<file path="config.mk">
export PLATFORM = sky130hd
export DESIGN_NAME = q3_tt_sweeper
export DESIGN_NICKNAME = d
export VERILOG_FILES = /design/src/rtl/q3_tt_sweeper.sv
export SDC_FILE = /design/constraint.sdc
export NUM_CORES = 1
export LEC_CHECK = 0
export CORE_UTILIZATION = 50
export DETAILED_ROUTE_END_ITERATION = 6
export PLACE_DENSITY = 0.88
export SETUP_SLACK_MARGIN = 0.1
export SLEW_MARGIN = 0
export SYNTH_ARGS = -nofsm -noshare
export SYNTH_HDL_FRONTEND = slang
export SYNTH_SLANG_ARGS = --single-unit
</file>
<file path="constraint.sdc">
create_clock -name clk -period 1.78 [get_ports clk]
set_input_delay 0.356 -clock clk [delete_from_list [all_inputs] [get_ports clk]]
set_output_delay 0.356 -clock clk [all_outputs]
set_load 0.1 [all_outputs]
</file>
<file path="src/rtl/q3_tt_sweeper.sv">
// q3_tt_sweeper: sweeps every input combination into a combinational
// SOP/POS gate pair and records a truth table for each output, the number
// of combinations where they disagree and the lowest disagreeing index.
// Optional build macro: Q3_SWEEP_EXPECT_EN adds a reference table input
// (exp_tt) and a pass/fail check of tt_sop against it at the end of a sweep.
module q3_tt_sweeper #(
    parameter int N_IN          = 4,
    parameter int SETTLE_CYCLES = 1
) (
    input  logic                    clk,
    input  logic                    rst_n,
    input  logic                    start,
    input  logic                    abort,
    output logic [N_IN-1:0]         drv,
    input  logic                    sop_in,
    input  logic                    pos_in,
    output logic                    busy,
    output logic                    done,
    output logic                    result_valid,
    output logic [(2**N_IN)-1:0]    tt_sop,
    output logic [(2**N_IN)-1:0]    tt_pos,
    output logic [N_IN:0]           mismatch_cnt,
    output logic [N_IN-1:0]         first_mismatch,
    output logic                    equiv
`ifdef Q3_SWEEP_EXPECT_EN
    ,
    input  logic [(2**N_IN)-1:0]    exp_tt,
    output logic                    exp_fail,
    output logic [N_IN-1:0]         exp_fail_idx
`endif
);

    localparam int DEPTH = 2**N_IN;
    // Settle counter needs at least one bit even when SETTLE_CYCLES is 0.
    localparam int CW = (SETTLE_CYCLES > 0) ? $clog2(SETTLE_CYCLES + 1) : 1;
    localparam logic [CW-1:0]   CNT_RELOAD = CW'(SETTLE_CYCLES);
    localparam logic [N_IN-1:0] IDX_ONE    = N_IN'(1);
    localparam logic [N_IN:0]   MM_ONE     = (N_IN+1)'(1);

    typedef enum logic [1:0] {S_IDLE, S_HOLD, S_FINISH} state_t;

    state_t            state_q, state_d;
    logic [N_IN-1:0]   idx_q, idx_d;
    logic [CW-1:0]     cnt_q, cnt_d;
    logic [N_IN-1:0]   drv_q, drv_d;
    logic [DEPTH-1:0]  tt_sop_q, tt_sop_d;
    logic [DEPTH-1:0]  tt_pos_q, tt_pos_d;
    logic [N_IN:0]     mm_cnt_q, mm_cnt_d;
    logic [N_IN-1:0]   first_q, first_d;
    logic              valid_q, valid_d;
    logic [DEPTH-1:0]  wr_sel;
    logic              start_acc;
    logic              enter_finish;

    // One-hot decode of the current index selects the table bit to write.
    genvar gi;
    generate
        for (gi = 0; gi < DEPTH; gi++) begin : g_wr_sel
            assign wr_sel[gi] = (idx_q == N_IN'(gi));
        end
    endgenerate

    assign start_acc    = (state_q == S_IDLE) && start && !abort;
    assign enter_finish = (state_q == S_HOLD) && (state_d == S_FINISH);

    // Next-state and datapath updates; abort overrides everything else.
    always_comb begin
        state_d  = state_q;
        idx_d    = idx_q;
        cnt_d    = cnt_q;
        drv_d    = drv_q;
        tt_sop_d = tt_sop_q;
        tt_pos_d = tt_pos_q;
        mm_cnt_d = mm_cnt_q;
        first_d  = first_q;
        valid_d  = valid_q;
        if (abort) begin
            state_d = S_IDLE;
            drv_d   = '0;
        end else begin
            case (state_q)
                S_IDLE: begin
                    if (start) begin
                        state_d  = S_HOLD;
                        idx_d    = '0;
                        cnt_d    = CNT_RELOAD;
                        drv_d    = '0;
                        tt_sop_d = '0;
                        tt_pos_d = '0;
                        mm_cnt_d = '0;
                        first_d  = '0;
                        valid_d  = 1'b0;
                    end
                end
                S_HOLD: begin
                    if (cnt_q != '0) begin
                        cnt_d = cnt_q - CW'(1);
                    end else begin
                        tt_sop_d = (tt_sop_q & ~wr_sel) | (wr_sel & {DEPTH{sop_in}});
                        tt_pos_d = (tt_pos_q & ~wr_sel) | (wr_sel & {DEPTH{pos_in}});
                        if (sop_in != pos_in) begin
                            mm_cnt_d = mm_cnt_q + MM_ONE;
                            // A zero count means no earlier index disagreed.
                            if (mm_cnt_q == '0) begin
                                first_d = idx_q;
                            end
                        end
                        if (&idx_q) begin
                            state_d = S_FINISH;
                            drv_d   = '0;
                            valid_d = 1'b1;
                        end else begin
                            idx_d = idx_q + IDX_ONE;
                            drv_d = idx_q + IDX_ONE;
                            cnt_d = CNT_RELOAD;
                        end
                    end
                end
                S_FINISH: begin
                    state_d = S_IDLE;
                end
                default: begin
                    state_d = S_IDLE;
                    drv_d   = '0;
                end
            endcase
        end
    end

    // State and datapath registers.
    always_ff @(posedge clk or negedge rst_n) begin
        if (!rst_n) begin
            state_q  <= S_IDLE;
            idx_q    <= '0;
            cnt_q    <= '0;
            drv_q    <= '0;
            tt_sop_q <= '0;
            tt_pos_q <= '0;
            mm_cnt_q <= '0;
            first_q  <= '0;
            valid_q  <= 1'b0;
        end else begin
            state_q  <= state_d;
            idx_q    <= idx_d;
            cnt_q    <= cnt_d;
            drv_q    <= drv_d;
            tt_sop_q <= tt_sop_d;
            tt_pos_q <= tt_pos_d;
            mm_cnt_q <= mm_cnt_d;
            first_q  <= first_d;
            valid_q  <= valid_d;
        end
    end

    assign drv            = drv_q;
    assign busy           = (state_q == S_HOLD);
    assign done           = (state_q == S_FINISH);
    assign result_valid   = valid_q;
    assign tt_sop         = tt_sop_q;
    assign tt_pos         = tt_pos_q;
    assign mismatch_cnt   = mm_cnt_q;
    assign first_mismatch = first_q;
    assign equiv          = valid_q && (mm_cnt_q == '0);

`ifdef Q3_SWEEP_EXPECT_EN
    logic [DEPTH-1:0] exp_q;
    logic             exp_fail_q;
    logic [N_IN-1:0]  exp_idx_q;
    logic [DEPTH-1:0] exp_diff;
    logic [N_IN-1:0]  exp_diff_idx;

    // Lowest index where the finished SOP table departs from the reference.
    always_comb begin
        exp_diff     = tt_sop_d ^ exp_q;
        exp_diff_idx = '0;
        for (int i = DEPTH - 1; i >= 0; i--) begin
            if (exp_diff[i]) begin
                exp_diff_idx = N_IN'(i);
            end
        end
    end

    // Reference is latched at start; verdict is taken as FINISH is entered.
    always_ff @(posedge clk or negedge rst_n) begin
        if (!rst_n) begin
            exp_q      <= '0;
            exp_fail_q <= 1'b0;
            exp_idx_q  <= '0;
        end else if (start_acc) begin
            exp_q      <= exp_tt;
            exp_fail_q <= 1'b0;
            exp_idx_q  <= '0;
        end else if (enter_finish) begin
            exp_fail_q <= |exp_diff;
            exp_idx_q  <= exp_diff_idx;
        end
    end

    assign exp_fail     = exp_fail_q;
    assign exp_fail_idx = exp_idx_q;
`else
    // Without the reference check these decodes have no consumer.
    logic unused_ok;
    assign unused_ok = start_acc ^ enter_finish;
`endif

endmodule

</file>
==> results by group <==
Outcome
  • Run status: finished with violations
  • Failing checks: negative hold slack, negative setup slack

Critical path
  • Crit path cell chain: inv_4, ha_4, nor4b_4, and2_4, buf_12
  • CP required: 1.42 ns
  • Crit path max-delay cell type: dfrtp_4
  • CP Class: flip-flop to primary output
  • Largest fanout on the critical path: 2
  • R2R Path End: tt_pos[15]$_DFFE_PN0P_
  • R2R cell count: 5
  • Type of origin of the critical path: flip-flop
  • Crit path DAT: 1.60 ns
  • Slowest stage delay, CP: approximately 0.51 ns
  • CP Capture Type: primary output
  • Crit Reg-Reg Startpoint: idx_q[0]$_DFFE_PN0P_
  • Reg2Reg Setup Slack: 0.13 ns

Timing
  • Worst Skew: 0.0106 ns
  • Setup-failing EPs final: 1
  • Fin crit period: 1.96 ns
  • Max-slew violation total from the final report: 0
  • Final Hold Slack: -0.00678 ns
  • Final hold vios: 18
  • Rel. slew slack: 0.666
  • Setup ws final: -0.179 ns
  • RSZ-0062 raised after global routing: true
  • Achievable frequency: 0.510 GHz
  • Worst-Margin Slew: 0.502 ns
  • Final period utilization: 1.10

Route
  • Vias per inst: 6.59
  • Met3 wire len: 580 um
  • Routed wire length on met2: 4.26 mm
  • DRT Pass-1 Iters: 5
  • Detail Route Antenna Nets: 0
  • Post-Route WL: 8.16 mm
  • Metal-1 WL: between 3 and 4 mm
  • Vias after detailed routing: 2424
  • Post-route DRC violation count: 0
  • Max layer used: met4
  • Wirelength per Cell: 22.2 um
  • Drt initial violations: 248

Clock tree
  • Clock sinks: 53
  • Clk buf depth: 2
  • H-Tree Level Count: 2
  • Clock tree from TritonCTS: yes
  • Worst-skew pair later-pin latency: 0.32 ns
  • Reg clk slew, reported paths: 0.10 ns
  • Num CTS Buffers: 5
  • CTS root buf: clkbuf_8
  • Hold buffers post-CTS: 0

Die
  • Core area: 4500 sq um
  • Starting Density: 0.538
  • Num ports: 55
  • Die Wd: 71.6 um
  • Row Count: 24
  • Die Ht: between 70 and 80 um
  • Die area: 5130 sq um

Finish
  • Layout Area Growth over Synthesis: 63.1%
  • Fillers: 175
  • Layout cells sized above 1: 0.389
  • Multi-input gate area: 1120 sq um
  • NumNets Final: ~330
  • ANT cells: 0
  • Storage element area: 1340 sq um

Yosys
  • Synth top area cells: dfrtp_1, o21ai_0, a21o_1, ha_1, nand2_1
  • Ys Warns: 0
  • Average size of a mapped cell: 10.3 sq um
  • Register bit total from synthesis: 53
  • Post-synth top area share: 0.548
  • Mapped cell area: 2420 sq um
  • Synth Flop Type: dfrtp_1
  • Syn Inst Count: 236
  • Post-synth cell types: 38
  • Post-synth ARST share: 1.00
  • EDFF count, synth: 0
  • Seq/Total Area, Yosys: 0.548
  • Mapped Nets: 248
  • Synth area leader: dfrtp_1

GRT
  • All-Layer GR Usage: 0.322
  • Number of global-route vias before repair: 2409
  • GR Overflow Total: 0
  • Pin count of the biggest net entering global routing: 24
  • First-pass GRT wire length: ~12 mm
  • Initial antenna violation count: 0

Place
  • Final GP Congestion: 0.919
  • Detailed Place HPWL: 4.97 mm
  • I/O Buffers: 54

Min path
  • Hold WC Path Type: primary input to async pin

Run
  • Max_cap viols: 0

Power and ir drop
  • Leak: 1.76 nW
  • Pwr Total: 3.08 mW
  • Power Density: 780 nW/um^2
  • Worst VDD drop: 0.000815 V
-- layout by cell type (no fill, tap or decap), types with 2 or more instances in the layout --
master | Yosys | final
buf_4 | 2 | 30
buf_12 | 0 | 50
ha_4 | 0 | 4
clkbuf_8 | 0 | 6
nor2b_2 | 0 | 4
nor2_2 | 0 | 2
nand2_1 | 19 | 19
o21ai_0 | 45 | 43
clkdlybuf4s50_1 | 0 | 4
and3_1 | 2 | 2
nand3_1 | 7 | 6
a21oi_1 | 12 | 12
inv_4 | 0 | 2
nor2_1 | 7 | 5
inv_1 | 5 | 2
dfrtp_4 | 0 | 2
a21o_1 | 12 | 12
a32o_1 | 5 | 5
dfrtp_2 | 0 | 7
a211oi_1 | 2 | 2
nor2b_1 | 6 | 2
dfrtp_1 | 53 | 44
o21ai_1 | 8 | 10
o2bb2ai_1 | 6 | 6
a22o_1 | 6 | 6
and2_4 | 0 | 3
nand4_1 | 2 | 2
-- area by class of cell --
cell class              instances  share of cell area
clock buffers                   7              0.0218
flip-flops and latches         53               0.340
well taps                      52              0.0165
inverters                       6             0.00887
repair buffers                 85               0.322
clock inverters                 1             0.00760
multi-input cells             164               0.284
-- how the worst max path moves through the flow --
stage,start,end,slack [ns],cells after the start
floorplan,mismatch_cnt[0]$_DFFE_PN0P_,equiv,0.01,4
global placement,abort,idx_q[1]$_DFFE_PN0P_,-0.12,5
detailed placement,abort,idx_q[1]$_DFFE_PN0P_,-0.16,5
CTS,mismatch_cnt[1]$_DFFE_PN0P_,equiv,-0.19,5
global route,mismatch_cnt[0]$_DFFE_PN0P_,equiv,-0.23,5
finish,mismatch_cnt[1]$_DFFE_PN0P_,equiv,-0.18,5
-- power by group --
part | leakage [nW] | switching [mW] | total, mW | internal, mW
sequential | 0.717 | 0.0584 | 1.31 | 1.25
clock | 0.0585 | 0.420 | 0.880 | 0.459
combinational | 0.985 | 0.547 | 0.891 | 0.344
-- worst max-delay path, delay by kind of cell (launching register included) --
kind	cells	cell delay (ns)
buffers and inverters	2	0.23
DFF	1	0.51
adders and majority gates	1	0.11
and+or+nand+nor	2	0.43
-- synth_stat cells, drive strengths merged, types with 4 or more instances --
cell,n
nor2,7
and2,4
inv,6
a21oi,12
buf,6
nand2,20
ha,6
dfrtp,53
clkbuf,7
a21o,12
o2bb2ai,6
nor2b,6
nand3,7
o21ai,54
a32o,5
a22o,6
-- logic make-up after synthesis --
kind of cell,share of synthesized area
and+or+nand+nor,0.120
xor gates and xnor gates,0.0139
DFF,0.548
buffers and inverters,0.0351
AOI/OAI and AO/OA,0.252
adders and majority gates,0.0310
-- sequential cells by signal, indices dropped and copies added, names as in the netlist --
| register | cells |
|---|---|
| idx_q | 4 |
| mismatch_cnt | 5 |
| cnt_q | 1 |
| tt_pos | 16 |
| drv | 4 |
| first_mismatch | 4 |
| result_valid | 1 |
| tt_sop | 16 |
| state_q | 2 |
-- stage by stage --
step	area [sq um]	util	setup TNS, ns	std cells	setup WS [ns]
after global routing	3950	0.877	-0.231	368	-0.231
after CTS	3850	0.854	-0.187	364	-0.187
after global placement	3680	0.818	-0.875	354	-0.122
after detailed placement	3680	0.818	-2.89	354	-0.160
after floorplan	2460	-	0	236	0.0103
final	3950	0.877	-0.179	368	-0.179
-- per-layer routing --
| layer | vias to the layer above | global-route usage |
|---|---|---|
| met1 | 1200 | 0.383 |
| li1 | 1001 | - |
| met2 | 187 | 0.581 |
| met4 | 0 | 0.144 |
| met3 | 36 | 0.0436 |
| met5 | - | 0 |
-- timing repair --
item / 4_1_cts / 5_1_grt
resized for setup: 11 / 22
pin swaps: 2 / 2
buffers inserted: 2 / 4
setup endpoints to repair: 5 / 31
Power figures use the tool's default switching activity.
